<file path="src/rtl/fifo_ctrl_pkg.sv">
// Shared definitions for the FIFO write-side controllers: FSM state encoding
// and width helpers used to size counters and index ports.
package fifo_ctrl_pkg;

  typedef enum logic [1:0] {
    ST_IDLE  = 2'd0,
    ST_BURST = 2'd1,
    ST_GAP   = 2'd2
  } state_e;

  // Index width that stays at least one bit even for a single entry.
  function automatic int clog2w(input int n);
    return (n <= 1) ? 1 : $clog2(n);
  endfunction

  // Beat counter must be able to hold BURST_LEN itself.
  function automatic int cnt_width(input int burst_len);
    return $clog2(burst_len) + 1;
  endfunction

endpackage

</file>
<file path="src/rtl/rr_select.sv">
// Combinational round-robin picker: first set request at or above rr_ptr,
// wrapping modulo N. Returns both one-hot and binary index of the winner.
module rr_select
  import fifo_ctrl_pkg::*;
#(
  parameter int N  = 4,
  parameter int IW = clog2w(N)
) (
  input  logic [N-1:0]  req,
  input  logic [IW-1:0] rr_ptr,
  output logic [N-1:0]  onehot,
  output logic [IW-1:0] idx
);

  // Scan offsets from farthest to nearest so the nearest match wins last.
  always_comb begin
    onehot = '0;
    idx    = '0;
    for (int k = N - 1; k >= 0; k--) begin
      if (req[(int'(rr_ptr) + k) % N]) begin
        onehot = '0;
        onehot[(int'(rr_ptr) + k) % N] = 1'b1;
        idx = IW'((int'(rr_ptr) + k) % N);
      end
    end
  end

endmodule

</file>
<file path="src/rtl/fifo_wr_arbiter.sv">
// Round-robin burst arbiter feeding a single FIFO write port. A grant is only
// issued when the FIFO has room for a full burst; a one-cycle gap follows each burst.
module fifo_wr_arbiter
  import fifo_ctrl_pkg::*;
#(
  parameter int NUM_REQ     = 4,
  parameter int DATA_WIDTH  = 8,
  parameter int BURST_LEN   = 16,
  parameter int SPACE_WIDTH = 8
) (
  input  logic                          clk,
  input  logic                          rst,
  input  logic [NUM_REQ-1:0]            req,
  input  logic [NUM_REQ-1:0]            s_valid,
  input  logic [NUM_REQ-1:0]            s_last,
  input  logic [NUM_REQ*DATA_WIDTH-1:0] s_data,
  output logic [NUM_REQ-1:0]            s_ready,
  output logic [NUM_REQ-1:0]            grant,
  input  logic                          fifo_full,
  input  logic [SPACE_WIDTH-1:0]        fifo_space,
  output logic                          fifo_wr_en,
  output logic [DATA_WIDTH-1:0]         fifo_din,
  output logic                          busy,
  output logic [cnt_width(BURST_LEN)-1:0] beat_cnt
);

  localparam int IW = clog2w(NUM_REQ);
  localparam int CW = cnt_width(BURST_LEN);
  localparam logic [CW-1:0] BURST_MAX = CW'(BURST_LEN);
  localparam logic [IW-1:0] LAST_IDX  = IW'(NUM_REQ - 1);

  state_e               state_q, state_d;
  logic [NUM_REQ-1:0]   grant_q, grant_d;
  logic [IW-1:0]        idx_q, idx_d;
  logic [IW-1:0]        rr_ptr_q, rr_ptr_d;
  logic [CW-1:0]        cnt_q, cnt_d;
  logic [NUM_REQ-1:0]   sel_onehot;
  logic [IW-1:0]        sel_idx;
  logic                 in_burst, space_ok, accept, last_beat;
  logic [CW-1:0]        cnt_inc;

  rr_select #(.N(NUM_REQ), .IW(IW)) u_rr_select (
    .req    (req),
    .rr_ptr (rr_ptr_q),
    .onehot (sel_onehot),
    .idx    (sel_idx)
  );

  assign in_burst  = (state_q == ST_BURST);
  assign space_ok  = int'(fifo_space) >= BURST_LEN;
  assign accept    = in_burst & s_valid[idx_q] & ~fifo_full;
  assign cnt_inc   = cnt_q + 1'b1;
  assign last_beat = s_last[idx_q] | (cnt_inc == BURST_MAX);

  always_ff @(posedge clk or posedge rst) begin
    if (rst) begin
      state_q  <= ST_IDLE;
      grant_q  <= '0;
      idx_q    <= '0;
      rr_ptr_q <= '0;
      cnt_q    <= '0;
    end else begin
      state_q  <= state_d;
      grant_q  <= grant_d;
      idx_q    <= idx_d;
      rr_ptr_q <= rr_ptr_d;
      cnt_q    <= cnt_d;
    end
  end

  always_comb begin
    state_d  = state_q;
    grant_d  = grant_q;
    idx_d    = idx_q;
    rr_ptr_d = rr_ptr_q;
    cnt_d    = cnt_q;
    unique case (state_q)
      ST_IDLE: begin
        if (|req && space_ok) begin
          state_d  = ST_BURST;
          grant_d  = sel_onehot;
          idx_d    = sel_idx;
          rr_ptr_d = (sel_idx == LAST_IDX) ? '0 : sel_idx + 1'b1;
          cnt_d    = '0;
        end
      end
      ST_BURST: begin
        if (accept) begin
          cnt_d = cnt_inc;
          if (last_beat) begin
            state_d = ST_GAP;
            grant_d = '0;
          end
        end else if (!req[idx_q]) begin
          // Owner withdrew without a beat: close the burst, keep what was written.
          state_d = ST_GAP;
          grant_d = '0;
        end
      end
      ST_GAP: state_d = ST_IDLE;
      default: begin
        state_d = ST_IDLE;
        grant_d = '0;
      end
    endcase
  end

  always_comb begin
    busy       = in_burst;
    grant      = grant_q;
    beat_cnt   = cnt_q;
    s_ready    = in_burst ? (grant_q & {NUM_REQ{~fifo_full}}) : '0;
    fifo_wr_en = accept;
    fifo_din   = in_burst ? s_data[int'(idx_q)*DATA_WIDTH +: DATA_WIDTH] : '0;
  end

endmodule

</file>
<file path="config.mk">
export PLATFORM = sky130hd
export DESIGN_NAME = fifo_wr_arbiter
export DESIGN_NICKNAME = d
export VERILOG_FILES = /design/src/rtl/fifo_ctrl_pkg.sv /design/src/rtl/rr_select.sv /design/src/rtl/fifo_wr_arbiter.sv
export SDC_FILE = /design/constraint.sdc
export NUM_CORES = 1
export LEC_CHECK = 0
export BUFFER_PORTS_ARGS = -buffer_cell sky130_fd_sc_hd__buf_2
export CORE_ASPECT_RATIO = 1.4
export CORE_MARGIN = 2
export CORE_UTILIZATION = 45
export CTS_BUF_LIST = sky130_fd_sc_hd__clkbuf_4 sky130_fd_sc_hd__clkbuf_8 sky130_fd_sc_hd__clkbuf_16
export DETAILED_ROUTE_END_ITERATION = 8
export PLACE_DENSITY_LB_ADDON = 0.2
export SKIP_CTS_REPAIR_TIMING = 1
export SLEW_MARGIN = 5
export SYNTH_ARGS = -nofsm -noshare
export SYNTH_HDL_FRONTEND = slang
export SYNTH_HIERARCHICAL = 1
export SYNTH_SLANG_ARGS = --single-unit
</file>
<file path="constraint.sdc">
create_clock -name clk -period 2.68 [get_ports clk]
set_input_delay 0.536 -clock clk [delete_from_list [all_inputs] [get_ports clk]]
set_output_delay 0.536 -clock clk [all_outputs]
set_load 0.02 [all_outputs]
</file>
==> results of run 1 <==
-- synth_stat cells, types with 2 or more instances --
cell type  instances
dfrtp_1           15
mux4_2            11
nand2_1           11
ha_1              10
inv_1              9
and2_1             8
mux2i_1            8
nor2_1             8
mux2_2             5
nand2b_1           5
nand3_1            5
nand4_1            5
nor3_1             5
o21ai_0            4
a21oi_1            3
a22oi_1            3
a31oi_1            3
a21o_1             2
and3_1             2
clkbuf_2           2
mux2_1             2
mux4_1             2
nand3b_1           2
nor4_1             2
o21ai_1            2
o31ai_1            2
-- routing by layer --
metal  up-vias  global-route usage, %  wire length [um]
met3         7                   2.18               117
li1        773                      -                 -
met4         0                   8.06                80
met2        37                   41.2              2290
met1       775                   24.8              1620
met5         -                      0                 0
-- stage by stage --
step | total power [uW] | cell area (sq um) | hold slack (ns) | util [%] | instances
2_1_floorplan | 1610 | 1610 | 0.437 | - | 160
3_3_place_gp | 2020 | 2060 | 0.521 | 60.3 | 276
3_5_place_dp | 2040 | 2060 | 0.536 | 60.3 | 276
4_1_cts | 2240 | 2100 | 0.354 | 61.7 | 280
5_1_grt | 2410 | 2100 | 0.384 | 61.7 | 280
6_report | 2220 | 2100 | 0.324 | 61.7 | 280
-- flip-flops by register name, indices dropped and copies added, names as in the netlist --
| register | count |
|---|---|
| grant | 4 |
| state_q | 2 |
| idx_q | 2 |
| beat_cnt | 5 |
| rr_ptr_q | 2 |
-- worst min path at each step --
| stage | depth (start not counted) | slack, ns | end | from |
|---|---|---|---|---|
| 4_1_cts | 2 | 0.35 | beat_cnt[4]$_DFFE_PP0P_ | rst |
| 2_1_floorplan | 1 | 0.44 | beat_cnt[0]$_DFFE_PP0P_ | rst |
| 3_5_place_dp | 2 | 0.54 | grant[1]$_DFFE_PP0P_ | grant[1]$_DFFE_PP0P_ |
| 5_1_grt | 2 | 0.38 | beat_cnt[2]$_DFFE_PP0P_ | rst |
| 6_report | 2 | 0.32 | grant[3]$_DFFE_PP0P_ | rst |
| 3_3_place_gp | 1 | 0.52 | beat_cnt[4]$_DFFE_PP0P_ | beat_cnt[4]$_DFFE_PP0P_ |
-- final cells by class --
class,instances,area [sq um],area share [%]
tap,40,50.0,2.38
timing repair buffer,81,425,20.2
sequential,15,375,17.9
inverter,10,38.8,1.85
clock buffer,3,41.3,1.96
multi-input combinational,130,1170,55.5
clock inverter,1,5.00,0.238
-- cells by family after synthesis --
family | count (synthesis) | synth area share (%)
AOI/OAI and AO/OA | 27 | 11.7
DFF | 15 | 23.3
adders and majority gates | 10 | 7.77
muxes | 28 | 28.5
buffers and inverters | 15 | 4.27
and+or+nand+nor | 65 | 24.5
-- power by group through the flow --
stage / clock network (uW) / logic, uW / registers (uW)
4_1_cts: 193 / 1620 / 426
3_3_place_gp: 0 / 1600 / 426
2_1_floorplan: 0 / 1180 / 436
5_1_grt: 198 / 1770 / 439
6_report: 193 / 1610 / 425
3_5_place_dp: 0 / 1610 / 429
==> flow_metrics.env, run 1 <==
export IMPL_grt_max_degree=16
export IMPL_vias=1592
export IMPL_insertion_delay_ns=0.26
export IMPL_synth_seq_area_share_pct=23.3
export IMPL_antenna_found_initial=0
export IMPL_r2r_start="rr_ptr_q[0]$_DFFE_PP0P_"
export IMPL_hold_class="in2async"
export IMPL_ys_ff_latch=15
export IMPL_layout_common_cells="buf_2, dfrtp_1, mux4_2, nand2_1, ha_1"
export IMPL_cp_max_fo=8
export IMPL_reg2reg_depth=7
export IMPL_switchingPower_uw=1040
export IMPL_rsz0062_at_grt="no"
export IMPL_min_period_over_period_pct=88.6
export IMPL_n_antenna_cell=0
export IMPL_power_density_nw_per_um2=1060
export IMPL_synthesis_nets=225
export IMPL_crit_type="reg2reg"
export IMPL_cts_made_buffers=3
export IMPL_grt_use_total_pct=22.0
export IMPL_r2r_setup_slack_ns=0.31
export IMPL_max_slew_margin_rel_pct=53.4
export IMPL_sw_frac_of_total_pct=47.0
export IMPL_startpoint="rr_ptr_q[0]$_DFFE_PP0P_"
export IMPL_cp_endpoint="rr_ptr_q[1]$_DFFE_PP0P_"
export IMPL_r2r_end="rr_ptr_q[1]$_DFFE_PP0P_"
export IMPL_drtIter0Drc=42
export IMPL_initial_core_util_pct=47.2
export IMPL_clk_pin_slew_ns=0.07
export IMPL_drc=0
export IMPL_clockBufferDepth=2
export IMPL_skew_ns=0.00705
export IMPL_core_region_area_sq_um=3410
export IMPL_synth_area_top_cells="dfrtp_1, mux4_2, ha_1, mux2i_1, mux2_2"
export IMPL_dr_pass1_iters=4
export IMPL_fin_setup_tns_ns=0
export IMPL_comb_power_share_pct=72.2
export IMPL_fillers=344
export IMPL_grt_ovfl_total=0
export IMPL_wl_per_cell_um=14.7
export IMPL_p_int_uw=1180
export IMPL_maxCapViolations=0
export IMPL_row_count=25
export IMPL_leakage_uw=0.00106
export IMPL_clockRootBuffer="clkbuf_8"
export IMPL_wl_um=4110
export IMPL_max_vdd_ir_drop_v=0.000645
export IMPL_area_growth_pct=30.5
export IMPL_gp_congestion=0.843
export IMPL_num_io_pins=78
export IMPL_final_common_cell="buf_2"
export IMPL_max_freq_mhz=421
export IMPL_finalSetupViolCount=0
export IMPL_pre_cts_ws_ns=0.296
export IMPL_synth_area_sq_um=1610
export IMPL_drive_above_1_share_pct=46.3
export IMPL_cp_end_kind="flop"
export IMPL_nNetsFinal=306
export IMPL_via_per_inst=5.69
export IMPL_ys_warnings_count=6
export IMPL_synth_avg_cell_area_sq_um=10.1
export IMPL_path_cells="buf_4 > mux2_2 > mux2i_1 > nand3_1 > o2bb2ai_1 > ha_1 > mux2_1"
export IMPL_netlist_instances=160
export IMPL_worst_pin_slew_ns=0.693
export IMPL_yosys_area_top_type="dfrtp_1"
export IMPL_antenna_left=0
export IMPL_crit_cells=7
export IMPL_synth_edf_count=0
export IMPL_die_x_um=54.6
export IMPL_crit_family="multiplexers"
export IMPL_hpwlAfterDp_um=3360
export IMPL_synth_flop_cell="dfrtp_1"
export IMPL_critPathSlowestCell="dfrtp_1"
export IMPL_tritoncts="built"
export IMPL_htreeDepth=1
export IMPL_finalCriticalPeriod_ns=2.37
export IMPL_cp_buffers_inverters=1
export IMPL_seq_power_share_pct=19.1
export IMPL_arrival_ns=2.51
export IMPL_yosys_area_top_type_share_pct=23.3
export IMPL_crit_required_ns=2.82
export IMPL_run_status="finished clean"
export IMPL_slowest_delay_ns=0.47
export IMPL_startpoint_type="flop"
export IMPL_power_share_clock_pct=8.7
export IMPL_async_flop_share_pct=100
export IMPL_synth_cell_types=50
export IMPL_grt_pass1_vias=1510
export IMPL_die_h_um=74.8
export IMPL_port_buffers=73
export IMPL_finalHoldViolations=0
export IMPL_grt_pass1_wl_um=6710
export IMPL_dieArea_sq_um=4080
export IMPL_finalWorstSetupSlack_ns=0.307
export IMPL_finalMaxSlewViolations=0
export IMPL_clock_sinks=15
Power figures use the tool's default switching activity.
==> run 2, diff against run 1 <==
CORE_UTILIZATION = 25   (was 45)
clock period = 2.8 ns   (was 2.68 ns; I/O delays follow)
==> run 2 against run 1 <==
Maximum frequency down 0.16%. Routed wire length rose by 6.6%. Setup slack better by 0.12 ns. Sequential power is 5.4% lower. Power shrank 5.9%. Clock skew rose by 0.0014 ns. Clock power decreased by 9.8%. Critical path type unchanged. Cell count increased by 10%. Sequential share of layout area is 0.15 points lower. Clock-buffer cell count unchanged.
==> flow_metrics.env, run 2 (synthesis gave the netlist of run 1 again) <==
export IMPL_num_io_pins=78
export IMPL_gp_congestion=0.781
export IMPL_fin_setup_tns_ns=0
export IMPL_htreeDepth=1
export IMPL_antenna_left=0
export IMPL_seq_area_sq_um=375
export IMPL_wl_per_cell_um=14.2
export IMPL_initial_core_util_pct=25.9
export IMPL_grt_pass1_wl_um=7160
export IMPL_clockRootBuffer="clkbuf_8"
export IMPL_final_common_cell="buf_2"
export IMPL_via_per_inst=5.07
export IMPL_skew_ns=0.00841
export IMPL_slowest_delay_ns=0.52
export IMPL_drive_above_1_share_pct=45.6
export IMPL_cts_made_buffers=3
export IMPL_insertion_delay_ns=0.25
export IMPL_die_h_um=99.0
export IMPL_leakage_uw=0.00104
export IMPL_dr_pass1_iters=4
export IMPL_wl_um=4380
export IMPL_finalHoldViolations=0
export IMPL_r2r_end="grant[2]$_DFFE_PP0P_"
export IMPL_reg2reg_depth=8
export IMPL_arrival_ns=2.55
export IMPL_core_region_area_sq_um=6210
export IMPL_maxCapViolations=0
export IMPL_cp_end_kind="flop"
export IMPL_worst_pin_slew_ns=0.665
export IMPL_max_freq_mhz=421
export IMPL_power_density_nw_per_um2=987
export IMPL_grt_pass1_vias=1523
export IMPL_run_status="finished clean"
export IMPL_row_count=34
export IMPL_hpwlAfterDp_um=3660
export IMPL_finalMaxSlewViolations=0
export IMPL_drtIter0Drc=28
export IMPL_die_x_um=71.8
export IMPL_layout_common_cells="buf_2, dfrtp_1, mux4_2, nand2_1, ha_1"
export IMPL_largest_reg_flops=5
export IMPL_crit_cells=8
export IMPL_grt_max_degree=16
export IMPL_cp_buffers_inverters=1
export IMPL_finalSetupViolCount=0
export IMPL_min_period_over_period_pct=84.9
export IMPL_n_antenna_cell=0
export IMPL_startpoint_type="flop"
export IMPL_rsz0062_at_grt="no"
export IMPL_cp_max_fo=8
export IMPL_grt_ovfl_total=0
export IMPL_nNetsFinal=303
export IMPL_r2r_setup_slack_ns=0.42
export IMPL_finalCriticalPeriod_ns=2.38
export IMPL_multi_input_comb_area_sq_um=1170
export IMPL_dieArea_sq_um=7110
export IMPL_startpoint="rr_ptr_q[0]$_DFFE_PP0P_"
export IMPL_crit_family="simple AND/OR/NAND/NOR gates"
export IMPL_fillers=636
export IMPL_max_vdd_ir_drop_v=0.000501
export IMPL_finalPower_uw=2090
export IMPL_max_slew_margin_rel_pct=55.2
export IMPL_clk_pin_slew_ns=0.07
export IMPL_drc=0
export IMPL_crit_required_ns=2.97
export IMPL_area_growth_pct=31.6
export IMPL_r2r_start="rr_ptr_q[0]$_DFFE_PP0P_"
export IMPL_clock_sinks=15
export IMPL_port_buffers=73
export IMPL_crit_type="reg2reg"
export IMPL_antenna_found_initial=0
export IMPL_hold_class="in2async"
export IMPL_cp_endpoint="grant[2]$_DFFE_PP0P_"
export IMPL_grt_use_total_pct=12.6
export IMPL_clockBufferDepth=2
export IMPL_tritoncts="built"
export IMPL_vias=1568
export IMPL_path_cells="inv_1 > ha_1 > mux4_2 > or4_1 > a21o_1 > o211ai_1 > nand2_1 > mux2i_1"
export IMPL_critPathSlowestCell="or4_1"
## run 2: worst min path at each step
| stage | start | cells past startpoint | to | slack, ns |
|---|---|---|---|---|
| 4_1_cts | rst | 2 | beat_cnt[2]$_DFFE_PP0P_ | 0.39 |
| 3_5_place_dp | beat_cnt[4]$_DFFE_PP0P_ | 1 | beat_cnt[4]$_DFFE_PP0P_ | 0.53 |
| 6_report | rst | 2 | beat_cnt[2]$_DFFE_PP0P_ | 0.37 |
| 3_3_place_gp | beat_cnt[4]$_DFFE_PP0P_ | 1 | beat_cnt[4]$_DFFE_PP0P_ | 0.52 |
| 2_1_floorplan | rst | 1 | beat_cnt[0]$_DFFE_PP0P_ | 0.46 |
| 5_1_grt | rst | 2 | idx_q[1]$_DFFE_PP0P_ | 0.42 |
## run 2: per-layer routing
layer | up-vias | part of all wire (%) | global-route usage (%)
met3 | 5 | 7.1 | 1.74
met4 | 0 | 1.7 | 4.79
met5 | - | 0 | 0
met1 | 734 | 39 | 13.0
met2 | 62 | 52 | 24.6
li1 | 767 | - | -
## run 2: final cells by class
| type | instances | share of cell area [%] |
|---|---|---|
| Clock inverter | 1 | 0.236 |
| Tap cell | 72 | 4.25 |
| Timing Repair Buffer | 78 | 19.0 |
| Inverter | 10 | 1.83 |
| Multi-Input combinational cell | 130 | 55.0 |
| Sequential cell | 15 | 17.7 |
| Clock buffer | 3 | 1.95 |
## run 2: where the power goes
part	total, uW	switching [uW]	internal, uW
clock network	174	76.0	98.4
registers	402	110	293
logic	1510	810	704
total	2090	996	1100
## run 2: through the flow
stage / hold slack, ns / instance area (sq um) / instances / setup WS (ns) / utilization, %
2_1_floorplan: 0.461 / 1610 / 160 / 0.355 / -
3_3_place_gp: 0.517 / 2070 / 305 / 0.395 / 33.4
3_5_place_dp: 0.528 / 2070 / 305 / 0.374 / 33.4
4_1_cts: 0.394 / 2120 / 309 / 0.367 / 34.1
5_1_grt: 0.423 / 2120 / 309 / 0.253 / 34.1
6_report: 0.371 / 2120 / 309 / 0.423 / 34.1
==> run 3, diff against run 2 <==
clock period = 2.25 ns   (was 2.8 ns; I/O delays follow)
==> run 3 against run 2 <==
Clock-buffer cell count is the same. Sequential power grew 32%. Combinational power grew 44%. Non-clock buffer count grew 17. Critical endpoint is now rr_ptr_q[1]$_DFFE_PP0P_. Routed wire length grew 5.8%. Final area grew 9.0%. Highest routed layer unchanged.
==> flow_metrics.env, run 3 (synthesis gave the netlist of run 1 again) <==
export IMPL_area_growth_pct=43.4
export IMPL_n_antenna_cell=0
export IMPL_max_freq_mhz=454
export IMPL_drtIter0Drc=51
export IMPL_crit_type="reg2reg"
export IMPL_skew_ns=0.0128
export IMPL_initial_core_util_pct=25.9
export IMPL_startpoint_type="flop"
export IMPL_finalPower_uw=2930
export IMPL_dieArea_sq_um=7110
export IMPL_arrival_ns=2.35
export IMPL_grt_max_degree=16
export IMPL_final_common_cell="buf_2"
export IMPL_reg2reg_depth=7
export IMPL_wl_um=4640
export IMPL_vias=1639
export IMPL_finalCriticalPeriod_ns=2.20
export IMPL_max_slew_margin_rel_pct=57.8
export IMPL_row_count=34
export IMPL_die_h_um=99.0
export IMPL_gp_congestion=0.804
export IMPL_grt_ovfl_total=0
export IMPL_fin_util_pct=37.2
export IMPL_finalHoldViolations=0
export IMPL_min_period_over_period_pct=97.9
export IMPL_hpwlAfterDp_um=3820
export IMPL_cp_end_kind="flop"
export IMPL_layout_common_cells="buf_2, buf_4, dfrtp_1"
export IMPL_fillers=636
export IMPL_antenna_found_initial=0
export IMPL_clockBufferDepth=2
export IMPL_antenna_left=0
export IMPL_grt_pass1_vias=1510
export IMPL_clockRootBuffer="clkbuf_8"
export IMPL_startpoint="rr_ptr_q[0]$_DFFE_PP0P_"
export IMPL_grt_use_total_pct=12.7
export IMPL_via_per_inst=5.03
export IMPL_rsz0062_at_grt="yes"
export IMPL_insertion_delay_ns=0.26
export IMPL_r2r_setup_slack_ns=0.05
export IMPL_run_status="finished clean"
export IMPL_place_inst=319
export IMPL_nNetsFinal=320
export IMPL_cts_made_buffers=3
export IMPL_busiest_layer="met2"
export IMPL_finalSetupViolCount=0
export IMPL_drc=0
export IMPL_use_met1_pct=15.7
export IMPL_met2_usage_pct=22.9
export IMPL_largest_reg_flops=5
export IMPL_port_buffers=73
export IMPL_worst_pin_slew_ns=0.627
export IMPL_finalWorstSetupSlack_ns=0.0462
export IMPL_clk_pin_slew_ns=0.07
export IMPL_wl_per_cell_um=14.2
export IMPL_grt_pass1_wl_um=7340
export IMPL_maxCapViolations=0
export IMPL_die_x_um=71.8
export IMPL_worst_hold_slack_ns=0.266
export IMPL_power_density_nw_per_um2=1270
export IMPL_max_vdd_ir_drop_v=0.000472
export IMPL_r2r_start="rr_ptr_q[0]$_DFFE_PP0P_"
export IMPL_final_cell_count_no_fill=326
export IMPL_htreeDepth=1
export IMPL_clock_sinks=15
export IMPL_pre_cts_ws_ns=-0.0246
export IMPL_tritoncts="built"
export IMPL_finalMaxSlewViolations=0
export IMPL_cp_max_fo=5
export IMPL_num_io_pins=78
export IMPL_drive_above_1_share_pct=53.1
export IMPL_crit_required_ns=2.39
export IMPL_core_region_area_sq_um=6210
export IMPL_hold_class="in2async"
export IMPL_use_met3_pct=2.04
export IMPL_leakage_uw=0.00113
export IMPL_dr_pass1_iters=4
export IMPL_r2r_end="rr_ptr_q[1]$_DFFE_PP0P_"
run 3: worst max path at each step:
stage                     cells past startpoint  slack [ns]                 endpoint
final                                         7        0.05  rr_ptr_q[1]$_DFFE_PP0P_
after global routing                          8       -0.06     grant[2]$_DFFE_PP0P_
after CTS                                     8       -0.07     grant[2]$_DFFE_PP0P_
after detailed placement                      8       -0.02     grant[2]$_DFFE_PP0P_
after global placement                        8    0.000006     grant[2]$_DFFE_PP0P_
after floorplan                              10       -0.09     grant[2]$_DFFE_PP0P_
run 3: layout make-up:
class	instances	area [sq um]	share of cell area (%)
Multi-Input combinational cell	130	1210	52.4
Timing Repair Buffer	95	542	23.5
Sequential cell	15	379	16.4
Tap cell	72	90.1	3.90
Clock buffer	3	41.3	1.79
Inverter	10	41.3	1.79
Clock inverter	1	5.00	0.217
run 3: critical path, stage by stage (launching register included):
cell and delay, ns:
dfrtp_2 0.46, buf_6 0.13, mux2_2 0.36, mux2i_2 0.25, o21ai_0 0.16, o2bb2ai_2 0.15
ha_1 0.29, mux2_1 0.28
run 3: routing by layer:
layer	wire length [um]	part of all wire [%]
met2	2440	53
met1	1860	40
met3	299	6.4
met5	0	0
met4	36	0.78
run 3: stage by stage:
stage / TNS [ns] / cell area, sq um
global route: -0.0789 / 2310
floorplan: -0.123 / 1640
CTS: -0.532 / 2240
finish: 0 / 2310
global placement: 0 / 2200
detailed placement: -0.0277 / 2200
run 3: power breakdown:
group | internal [uW] | switching, uW | total, uW
logic | 1100 | 1080 | 2170
clock network | 123 | 102 | 225
registers | 369 | 163 | 532
